### config.mk
export PLATFORM = sky130hd
export DESIGN_NAME = i2s_tx_master_flat
export DESIGN_NICKNAME = d
export VERILOG_FILES = /design/src/rtl/i2s_pkg.sv /design/src/rtl/i2s_tx_master_if.sv /design/src/rtl/i2s_bck_gen.sv /design/src/rtl/i2s_tx_master.sv /design/src/flat_wrapper.sv
export SDC_FILE = /design/constraint.sdc
export NUM_CORES = 1
export LEC_CHECK = 0
export BUFFER_PORTS_ARGS = -buffer_cell sky130_fd_sc_hd__buf_2
export CAP_MARGIN = 25
export CORE_MARGIN = 1.5
export CORE_UTILIZATION = 58
export DETAILED_ROUTE_END_ITERATION = 10
export PLACE_DENSITY = 0.79
export SLEW_MARGIN = 20
export SYNTH_ARGS = -nofsm -noshare
export SYNTH_HDL_FRONTEND = slang
export SYNTH_SLANG_ARGS = --single-unit
### constraint.sdc
create_clock -name mck_i -period 4 [get_ports mck_i]
set_clock_uncertainty 0.2 [all_clocks]
set_input_delay 0 -clock mck_i [delete_from_list [all_inputs] [get_ports mck_i]]
set_output_delay 0 -clock mck_i [all_outputs]
set_load 0.05 [all_outputs]
### src/rtl/i2s_pkg.sv
// Constants and helpers shared between the I2S transmitter and the downstream converter.
package i2s_pkg;

  localparam int I2S_BIT  = 24;
  localparam int I2S_SLOT = 32;

  localparam logic LRCK_LEFT = 1'b1;

  // Two's-complement midscale, sent whenever no sample pair is available.
  localparam logic [I2S_BIT-1:0] I2S_MIDSCALE = '0;

  typedef enum logic {
    CH_LEFT  = 1'b0,
    CH_RIGHT = 1'b1
  } i2s_chan_e;

  function automatic logic lrck_for(input i2s_chan_e ch);
    return (ch == CH_LEFT) ? LRCK_LEFT : ~LRCK_LEFT;
  endfunction

endpackage

### src/rtl/i2s_tx_master_if.sv
// Parallel stereo sample handshake into the I2S transmitter.
interface i2s_tx_master_if
  import i2s_pkg::*;
#(
  parameter int BIT = I2S_BIT
) ();

  logic [BIT-1:0] l_data;
  logic [BIT-1:0] r_data;
  logic           valid;
  logic           ready;

  modport master (output l_data, output r_data, output valid, input ready);
  modport slave  (input l_data, input r_data, input valid, output ready);

endinterface

### src/rtl/i2s_bck_gen.sv
// Bit-clock divider: registered bck and a strobe for the cycle bck goes high.
module i2s_bck_gen #(
  parameter int BCK_DIV = 8
) (
  input  logic mck_i,
  input  logic rst_i,
  output logic bck_o,
  output logic bck_rise_o
);

  localparam int DW = $clog2(BCK_DIV);
  localparam logic [DW-1:0] HALF = DW'(BCK_DIV / 2);
  localparam logic [DW-1:0] LAST = DW'(BCK_DIV - 1);

  logic [DW-1:0] div_q, div_d;
  logic          bck_q, bck_d;

  always_comb begin
    div_d      = (div_q == LAST) ? '0 : div_q + DW'(1);
    bck_d      = (div_d >= HALF);
    bck_rise_o = (div_d == HALF);
  end

  always_ff @(posedge mck_i or posedge rst_i) begin
    if (rst_i) begin
      div_q <= '0;
      bck_q <= 1'b0;
    end else begin
      div_q <= div_d;
      bck_q <= bck_d;
    end
  end

  assign bck_o = bck_q;

endmodule

### src/rtl/i2s_tx_master.sv
// I2S master transmitter: one-entry stereo buffer feeding per-channel shift registers,
// framed by a bit counter that advances on each bck rising strobe.
module i2s_tx_master
  import i2s_pkg::*;
#(
  parameter int BIT     = I2S_BIT,
  parameter int SLOT    = I2S_SLOT,
  parameter int BCK_DIV = 8
) (
  input  logic                  mck_i,
  input  logic                  rst_i,
  i2s_tx_master_if.slave        smp_i,
  output logic                  mck_o,
  output logic                  bck_o,
  output logic                  lrck_o,
  output logic                  data_o,
  output logic                  underrun_o
);

  localparam int CW = $clog2(2 * SLOT);
  localparam logic [CW-1:0] CNT_LAST = CW'(2 * SLOT - 1);
  localparam logic [CW-1:0] SLOT_C   = CW'(SLOT);
  localparam logic [CW-1:0] BIT_C    = CW'(BIT);

  logic           bck_rise;
  logic           frame_start;
  logic           accept;
  i2s_chan_e      chan;
  logic [CW-1:0]  slot_pos;

  logic [CW-1:0]  bit_cnt_q, bit_cnt_d;
  logic [BIT-1:0] buf_l_q, buf_l_d;
  logic [BIT-1:0] buf_r_q, buf_r_d;
  logic [BIT-1:0] sh_l_q, sh_l_d;
  logic [BIT-1:0] sh_r_q, sh_r_d;
  logic           ready_q, ready_d;
  logic           lrck_q, lrck_d;
  logic           data_q, data_d;
  logic           und_q, und_d;

  i2s_bck_gen #(
    .BCK_DIV (BCK_DIV)
  ) u_bck_gen (
    .mck_i      (mck_i),
    .rst_i      (rst_i),
    .bck_o      (bck_o),
    .bck_rise_o (bck_rise)
  );

  // ready_q low means the buffer holds a pair, so accept can never hit a full buffer.
  assign accept      = smp_i.valid && ready_q;
  assign frame_start = bck_rise && (bit_cnt_q == CNT_LAST);

  always_comb begin
    bit_cnt_d = bit_cnt_q;
    buf_l_d   = buf_l_q;
    buf_r_d   = buf_r_q;
    sh_l_d    = sh_l_q;
    sh_r_d    = sh_r_q;
    ready_d   = ready_q;
    lrck_d    = lrck_q;
    data_d    = data_q;
    und_d     = 1'b0;

    if (bck_rise) begin
      bit_cnt_d = frame_start ? '0 : bit_cnt_q + CW'(1);
    end
    chan     = (bit_cnt_d >= SLOT_C) ? CH_RIGHT : CH_LEFT;
    slot_pos = (chan == CH_RIGHT) ? bit_cnt_d - SLOT_C : bit_cnt_d;

    if (accept) begin
      buf_l_d = smp_i.l_data;
      buf_r_d = smp_i.r_data;
      ready_d = 1'b0;
    end

    if (frame_start) begin
      if (!ready_q) begin
        sh_l_d  = buf_l_q;
        sh_r_d  = buf_r_q;
        ready_d = 1'b1;
      end else begin
        sh_l_d = BIT'(I2S_MIDSCALE);
        sh_r_d = BIT'(I2S_MIDSCALE);
        und_d  = 1'b1;
      end
    end

    // Slot position 0 is the one-bit I2S delay; positions past BIT are zero padding.
    if (bck_rise) begin
      lrck_d = lrck_for(chan);
      data_d = 1'b0;
      if ((slot_pos != '0) && (slot_pos <= BIT_C)) begin
        if (chan == CH_LEFT) begin
          data_d = sh_l_q[BIT-1];
          sh_l_d = sh_l_q << 1;
        end else begin
          data_d = sh_r_q[BIT-1];
          sh_r_d = sh_r_q << 1;
        end
      end
    end
  end

  always_ff @(posedge mck_i or posedge rst_i) begin
    if (rst_i) begin
      bit_cnt_q <= CNT_LAST;
      buf_l_q   <= '0;
      buf_r_q   <= '0;
      sh_l_q    <= '0;
      sh_r_q    <= '0;
      ready_q   <= 1'b1;
      lrck_q    <= 1'b0;
      data_q    <= 1'b0;
      und_q     <= 1'b0;
    end else begin
      bit_cnt_q <= bit_cnt_d;
      buf_l_q   <= buf_l_d;
      buf_r_q   <= buf_r_d;
      sh_l_q    <= sh_l_d;
      sh_r_q    <= sh_r_d;
      ready_q   <= ready_d;
      lrck_q    <= lrck_d;
      data_q    <= data_d;
      und_q     <= und_d;
    end
  end

  assign smp_i.ready = ready_q;
  assign mck_o       = mck_i;
  assign lrck_o      = lrck_q;
  assign data_o      = data_q;
  assign underrun_o  = und_q;

endmodule

### src/flat_wrapper.sv
// flat-port wrapper written by rule: the top's interface ports become plain ports
module i2s_tx_master_flat import i2s_pkg::*;
#(
  parameter int BIT     = I2S_BIT,
  parameter int SLOT    = I2S_SLOT,
  parameter int BCK_DIV = 8
)
  (mck_i, rst_i, mck_o, bck_o, lrck_o, data_o, underrun_o, smp_i_l_data, smp_i_r_data, smp_i_valid, smp_i_ready);
  i2s_tx_master_if #(.BIT(BIT)) smp_i_i ();
  input  logic mck_i;
  input  logic rst_i;
  output logic mck_o;
  output logic bck_o;
  output logic lrck_o;
  output logic data_o;
  output logic underrun_o;
  input wire logic [$bits(smp_i_i.l_data)-1:0] smp_i_l_data;
  input wire logic [$bits(smp_i_i.r_data)-1:0] smp_i_r_data;
  input wire logic [$bits(smp_i_i.valid)-1:0] smp_i_valid;
  output wire logic [$bits(smp_i_i.ready)-1:0] smp_i_ready;
  assign smp_i_i.l_data = smp_i_l_data;
  assign smp_i_i.r_data = smp_i_r_data;
  assign smp_i_i.valid = smp_i_valid;
  assign smp_i_ready = smp_i_i.ready;
  i2s_tx_master #(.BIT(BIT), .SLOT(SLOT), .BCK_DIV(BCK_DIV)) u_core (.mck_i(mck_i), .rst_i(rst_i), .smp_i(smp_i_i), .mck_o(mck_o), .bck_o(bck_o), .lrck_o(lrck_o), .data_o(data_o), .underrun_o(underrun_o));
endmodule
# Yosys cells after proc, flatten, opt, wreduce, memory -nomap -nowiden

Cells that the tools add are included.

Add/sub/neg operators: 3
Multipliers: 0
Divide/modulo/power cells: 0
$lt $le $gt $ge: 3
Eq/ne operators: 3
Shift-type cells: 0
Multiplexer cells: 23
Bitwise gates (word level): 0
Reductions and logical operators: 4

Operators with widths:

| operator                                                                         | number |
|---|---|
| 24-bit two-way mux                                                               | 10 |
| 6-bit two-way mux                                                                | 3 |
| 1-bit two-way mux                                                                | 9 |
| 6-bit by 1-bit adder with 6-bit output, second input constant                    | 1 |
| 3-bit == test, second input constant                                             | 2 |
| 6-bit == test, second input constant                                             | 1 |
| 6-bit >= comparator, second input constant                                       | 1 |
| 6-bit by 5-bit less-or-equal comparator with 1-bit output, second input constant | 1 |
| 6-bit nonzero test                                                               | 1 |
| 6-bit subtractor, second input constant                                          | 1 |
| 3-bit by 1-bit adder with 3-bit output, second input constant                    | 1 |
| 3-bit >= comparator, second input constant                                       | 1 |
| 1-bit logical AND                                                                | 3 |
| 3-bit two-way mux                                                                | 1 |

Register bits: 110
Bits in latches: 0
Memory bits (writable): 0
ROM bits: 0
Input port bits: 51
Output and inout bits: 6
Logic and storage cells: 47
Memories kept: 0

# Depth between registers and ports, before layout

Gate-level depths: netlist of run 1.

Depth after elaboration: 13
Depth in mapped cells: 11
Depth with buffers taken out: 8

# Modules after synthesis

A second synthesis of run 1 with hierarchy kept.

Cells, all modules: 424
Area total of the unflattened synthesis: 5101.1 um^2

By module, submodules not included:

| module        | instances | cells an instance | area each (um^2) | sequential area each (um^2) |
|---|---|---|---|---|
| i2s_tx_master | 1         | 415               | 4974.8           | 2661.3 |
| i2s_bck_gen   | 1         | 9                 | 126.4            | 75.1 |

==> flow_metrics.tcl, run 1 <==
set metrics [dict create \
    outcome "complete, no violations" \
    hold_viol_final 0 \
    finalCriticalPeriod_ns 3.27 \
    yosys.area.top_type "dfrtp_1" \
    critPathKind "flop to flop" \
    grt_pass1_wl_um 16600 \
    die_area_um2 9300 \
    grtUsageMet2_pct 40.9 \
    cp.arrival_ns 3.42 \
    core_area_um2 8340 \
    die_height_um 96.4 \
    antenna_found_initial 1 \
    tightestPinTransition_ns 0.909 \
    cts.clk_slew.worst_paths_ns 0.10 \
    timing.hold.ws_ns 0.0723 \
    rr_startpoint "u_core.u_bck_gen.div_q[0]$_DFF_PP0_" \
    critPathLaunch "u_core.u_bck_gen.div_q[0]$_DFF_PP0_" \
    firstDrtPassIters 4 \
    netlist_instances 437 \
    drc 0 \
    dpl.hpwl_um 5930 \
    p_leak_nw 2.99 \
    cp_max_fo 24 \
    busiest_layer "met2" \
    relSlewSlack_pct 39.4 \
    drt-initial-drc-count 192 \
    end_kind "flop" \
    synthTopCellsByArea "dfrtp_1 51%, mux2_2 17%, nand2_1 7.7%, mux2_4 5.6%, o21ai_0 5.1%" \
    min_period_over_period_pct 81.7 \
    hold_path.class "primary input to flop" \
    wl_per_cell_um 15.8 \
    yosysWarnings 0 \
    max_stage_delay_ns 0.48 \
    nNetsFinal 586 \
    synth_top_area_share_pct 50.9 \
    met3_usage_pct 5.24 \
    synth.cell_area_um2 5060 \
    antenna_left 0 \
    cpMostUsedCell "ha_1" \
    final.setup.tns_ns 0 \
    met1_usage_pct 29.5 \
    track_usage_pct 24.1 \
    p_per_area_nw_per_um2 349 \
    numPortBuffers 56 \
    startpoint_type "flop" \
    initial_core_util_pct 60.7 \
    rsz0062_at_grt "no" \
    routed_via_density 5.45 \
    async_reset_ff_share_pct 100 \
    drive_gt1_share_pct 35.1 \
    area_growth_pct 21.5 \
    cp_data_required_time_ns 4.16 \
    grt.overflow.total 0 \
    cts_tree "built" \
    multi_input_area_um2 2130 \
    synth_area_per_cell_um2 11.6 \
    io_pins 57 \
    post-place-ws_ns 0.832 \
    setup_ws_ns 0.731 \
    fp.dieW_um 96.4 \
    num_vias 3500 \
    setup_violations 0 \
    finalPower_w 0.00215 \
    min-delay-start "smp_i_valid" \
    fmax_mhz 306 \
    synth_cell_types 43 \
    critical_path.cell_chain "ha_1, ha_1, o21a_1, o211ai_2, nor4_2, or4_1, buf_4, mux2_2" \
    synth_top_flop_cell "dfrtp_1" \
    seq_area_frac_synth_pct 54.5 \
    synth-seq-cells 110 \
    vdd_drop_max_uv 423 \
    routed_wirelength_um 10200 \
    maxCapViolations 0 \
    synth_nets 491 \
    final-max-slew-violation-count 0 \
    gp_congestion 0.870 \
    insertion_delay_ns 0.47 \
    rrSetupSlack_ns 0.73 \
    row_count 33 \
    grt_pass1_vias 3670 \
    postCtsSetupRepairBufs 0 \
    register_area_um2 2760 \
    postCtsHoldBufs 50 \
    ctsResizeCount 0 \
    synth_edf_count 0 \
    slowest_stage "nor4_2" \
    nFillCells 564 \
    grt_start_max_net_pins 100 \
]
-- power breakdown --
group          internal (W)  switching, W  total [W]
Clock              0.000420      0.000407   0.000827
Combinational     0.0000875     0.0000552   0.000143
Sequential          0.00115     0.0000226    0.00118
-- cells in the mapped netlist (all sizes together) (2+ instances only) --
cell	instances
inv	4
mux2	94
a21oi	2
o2111ai	2
nor2b	4
mux2i	2
buf	10
xnor2	2
nand2	104
dfstp	7
and3	3
o21ai	53
nor2	3
clkbuf	21
dfrtp	103
o211ai	3
ha	3
-- worst paths after layout --
check                                                      endpoint  cells past startpoint
worst max-delay path                     u_core.sh_r_q[1]$_DFF_PP0_                      8
worst min-delay path                   u_core.smp_i.ready$_DFF_PP1_                      3
worst max register to register           u_core.sh_r_q[1]$_DFF_PP0_                      8
worst min register to register  u_core.u_bck_gen.div_q[0]$_DFF_PP0_                      1
max in group asynchronous             u_core.bit_cnt_q[0]$_DFF_PP1_                      4
min in group asynchronous       u_core.u_bck_gen.div_q[0]$_DFF_PP0_                      3
-- worst max-delay path, delay by kind of cell, from the launching register on --
family	cells	cell delay, ns
multiplexers	1	0.39
flip-flops	1	0.41
AO/OA/AOI/OAI	2	0.43
adder cells (fa/ha/maj)	2	0.64
buffers and inverters	1	0.39
AND/OR/NAND/NOR	2	0.69
-- kinds of logic after synthesis --
family	after synthesis	synth area share, %
AO/OA/AOI/OAI	69	7.78
XOR/XNOR	2	0.346
adder cells (fa/ha/maj)	3	0.741
buffers and inverters	35	3.68
flip-flops	110	54.5
multiplexers	96	22.7
AND/OR/NAND/NOR	122	10.2
-- layout by cell type, fill, tap and decap left out, types with 2 or more instances in the layout --
master,synthesis,layout
mux2i_1,2,2
nor2b_1,3,3
dfrtp_1,103,103
bufinv_16,0,2
dlygate4sd3_1,0,50
dfstp_2,7,7
o211ai_1,2,2
buf_4,1,3
a21oi_1,2,2
clkbuf_1,21,2
inv_1,4,3
buf_2,3,56
nand2_1,104,103
nor2_1,3,3
buf_12,2,2
and3_2,2,2
ha_1,3,3
clkbuf_8,0,12
o21ai_0,52,52
xnor2_1,2,2
mux2_2,75,75
o2111ai_1,2,2
mux2_4,19,19
-- per-layer routing --
metal / vias up / part of all wire [%]
met5: - / 0
met4: 0 / 2.2
met3: 19 / 2.6
met2: 68 / 52
met1: 1732 / 43
li1: 1681 / -
-- state kept, by name (all words and copies together) (netlist names) --
| signal | flops |
|---|---|
| u_core.buf_l_q | 24 |
| u_core.buf_r_q | 24 |
| u_core.sh_l_q | 24 |
| u_core.sh_r_q | 24 |
| u_core.bit_cnt_q | 6 |
| u_core.u_bck_gen.div_q | 3 |
| u_core.data_o | 1 |
| u_core.lrck_o | 1 |
| u_core.smp_i.ready | 1 |
| u_core.u_bck_gen.bck_o | 1 |
| u_core.underrun_o | 1 |
-- area by class of cell --
| cell class | instances | share of cell area [%] |
|---|---|---|
| inverters | 4 | 0.285 |
| clock buffers | 15 | 2.89 |
| flip-flops and latches | 110 | 44.9 |
| well taps | 105 | 2.13 |
| multi-input cells | 292 | 34.5 |
| repair buffers | 111 | 14.1 |
| diodes | 1 | 0.0407 |
| clock inverters | 4 | 1.18 |
-- per-stage QoR --
step | utilization [%] | std cells | area (um2)
finish | 73.8 | 642 | 6150
global route | 73.8 | 642 | 6150
CTS | 73.8 | 641 | 6150
detailed placement | 64.8 | 573 | 5410
global placement | 64.5 | 572 | 5380
floorplan | - | 437 | 5060
Power figures use the tool's default switching activity.
==> run 2, diff against run 1 <==
--- a/config.mk
+++ b/config.mk
@@ -8,9 +8,9 @@
 export BUFFER_PORTS_ARGS = -buffer_cell sky130_fd_sc_hd__buf_2
 export CAP_MARGIN = 25
 export CORE_MARGIN = 1.5
-export CORE_UTILIZATION = 58
+export CORE_UTILIZATION = 53
 export DETAILED_ROUTE_END_ITERATION = 10
-export PLACE_DENSITY = 0.79
+export PLACE_DENSITY = 0.76
 export SLEW_MARGIN = 20
 export SYNTH_ARGS = -nofsm -noshare
 export SYNTH_HDL_FRONTEND = slang
==> constraint.sdc (replaced) <==
create_clock -name mck_i -period 2.7 [get_ports mck_i]
set_clock_uncertainty 0.2 [all_clocks]
set_input_delay 0 -clock mck_i [delete_from_list [all_inputs] [get_ports mck_i]]
set_output_delay 0 -clock mck_i [all_outputs]
set_load 0.05 [all_outputs]
==> run 2 against run 1 <==
The run now ends with negative setup slack left; sequential cell count unchanged; critical endpoint is now u_core.sh_r_q[17]$_DFF_PP0_; via count grew 2.5%; critical path type unchanged; core utilization decreased by 2.9 points.
==> flow_metrics.tcl, run 2 (synthesized netlist as in run 1, its figures left out) <==
set metrics [dict create \
    hold_viol_final 0 \
    critPathKind "flop to flop" \
    p_per_area_nw_per_um2 476 \
    antenna_found_initial 0 \
    antenna_left 0 \
    grt_pass1_vias 3798 \
    area_growth_pct 29.4 \
    wl_per_cell_um 14.7 \
    p_switching_w 0.000806 \
    finalPower_w 0.00312 \
    gp_congestion 0.908 \
    nFillCells 643 \
    nNetsFinal 611 \
    cts.clk_slew.worst_paths_ns 0.11 \
    vdd_drop_max_uv 571 \
    setup_ws_ns -0.146 \
    final.setup.tns_ns -4.41 \
    critPathBufInv 1 \
    cp_max_fo 12 \
    track_usage_pct 22.2 \
    die_height_um 101 \
    slowest_stage "or4_4" \
    drt-initial-drc-count 124 \
    tightestPinTransition_ns 0.670 \
    violations "negative setup slack" \
    grt.overflow.total 0 \
    utilization_pct 70.9 \
    io_pins 57 \
    max_stage_delay_ns 0.50 \
    die_area_um2 10200 \
    final-max-slew-violation-count 0 \
    placed_area_um2 5590 \
    p_int_w 0.00231 \
    pwr-share-seq_pct 55.9 \
    cp_data_required_time_ns 2.87 \
    grt_pass1_wl_um 17400 \
    row_count 35 \
    crit_family "compound AO/OA/AOI/OAI gates" \
    drive_gt1_share_pct 39.9 \
    timing.hold.ws_ns 0.0534 \
    p_leak_nw 3.17 \
    rrSetupSlack_ns -0.15 \
    fmax_mhz 351 \
    outcome "finished with violations" \
    hold_path.class "primary input to flop" \
    fp.dieW_um 101 \
    critical_path.cell_chain "ha_4, nor2b_4, o21a_4, o32a_1, o211a_1, or4_4, buf_12, mux2_4" \
    initial_core_util_pct 54.8 \
    layout_common_cells "103 x nand2_1, 103 x dfrtp_1, 64 x mux2_2" \
    routed_via_density 5.19 \
    maxCapViolations 0 \
    cts_tree "built" \
    setup_violations 40 \
    numPortBuffers 56 \
    rsz0062_at_grt "yes" \
    core_area_um2 9240 \
    grt_start_max_net_pins 63 \
    min_period_over_period_pct 105 \
    end_kind "flop" \
    dpl.hpwl_um 6080 \
    firstDrtPassIters 4 \
    startpoint_type "flop" \
    clock_power_share_pct 37.3 \
    drc 0 \
    diodes 0 \
    relSlewSlack_pct 55.2 \
    fin_area_um2 6560 \
    finalCriticalPeriod_ns 2.85 \
    combinationalPowerShare_pct 6.8 \
    routed_wirelength_um 10200 \
    p_sw_share_pct 25.8 \
    num_vias 3589 \
    insertion_delay_ns 0.49 \
    cp.arrival_ns 3.02 \
]
-- run 2: cell types whose count changed in the layout (fill, tap and decap cells not counted), sizes merged --
cell	before	now
clkinv	1	2
buf	62	86
clkinvlp	1	2
clkbuf	14	12
inv	4	7
dlygate4sd3	50	51
diode	1	0
bufinv	2	0
-- run 2: worst min-delay path, delay by kind of cell --
kind                   cells  cell delay, ns
buffers and inverters      2            0.65
muxes                      1            0.08
-- run 2: final timing paths --
path	startpoint	end	cells after the start
worst max-delay path	u_core.u_bck_gen.div_q[0]$_DFF_PP0_	u_core.sh_r_q[17]$_DFF_PP0_	8
worst min-delay path	smp_i_valid	u_core.smp_i.ready$_DFF_PP1_	3
worst max register to register	u_core.u_bck_gen.div_q[0]$_DFF_PP0_	u_core.sh_r_q[17]$_DFF_PP0_	8
worst min register to register	u_core.data_o$_DFFE_PP0N_	u_core.data_o$_DFFE_PP0N_	2
max in group asynchronous	rst_i	u_core.bit_cnt_q[3]$_DFF_PP1_	5
min in group asynchronous	rst_i	u_core.buf_r_q[3]$_DFFE_PP0P_	4
-- run 2: repair_timing --
| action | in CTS | in global routing |
|---|---|---|
| pin swaps | 3 | 1 |
| resized for setup | 15 | 15 |
| hold endpoints to repair | 152 | 0 |
| hold buffers | 51 | 0 |
| cloned | 4 | 0 |
| endpoints found under the setup margin | 47 | 47 |
| setup buffers | 4 | 0 |
-- run 2: power groups by stage --
stage | registers [W] | logic (W) | clock network, W
global placement | 0.00177 | 0.000152 | 0.0000707
finish | 0.00174 | 0.000214 | 0.00116
floorplan | 0.00176 | 0.0000985 | 0.0000798
global route | 0.00175 | 0.000242 | 0.00125
CTS | 0.00174 | 0.000216 | 0.00120
detailed placement | 0.00177 | 0.000160 | 0.0000707
-- run 2: per-layer routing --
layer	part of all wire, %	wire length [um]	GRT usage, %	vias up
met5	0	0	0	-
met1	43	4380	26.7	1761
met4	2.0	204	10.9	0
met3	3.4	342	4.51	18
met2	52	5250	38.1	73
li1	-	-	-	1737
-- run 2: stage by stage --
step	instances	setup slack, ns
after global placement	613	-0.0665
after global routing	691	-0.218
after detailed placement	613	-0.161
final	691	-0.146
after CTS	691	-0.138
after floorplan	437	-0.194
-- run 2: cell type report --
class | count | area [um2] | share of cell area (%)
Tap cell | 129 | 161 | 2.46
Clock buffer | 13 | 170 | 2.60
Sequential cell | 110 | 2760 | 42.1
Timing Repair Buffer | 136 | 1120 | 17.1
Clock inverter | 7 | 72.6 | 1.11
Inverter | 4 | 18.8 | 0.286
Multi-Input combinational cell | 292 | 2250 | 34.3
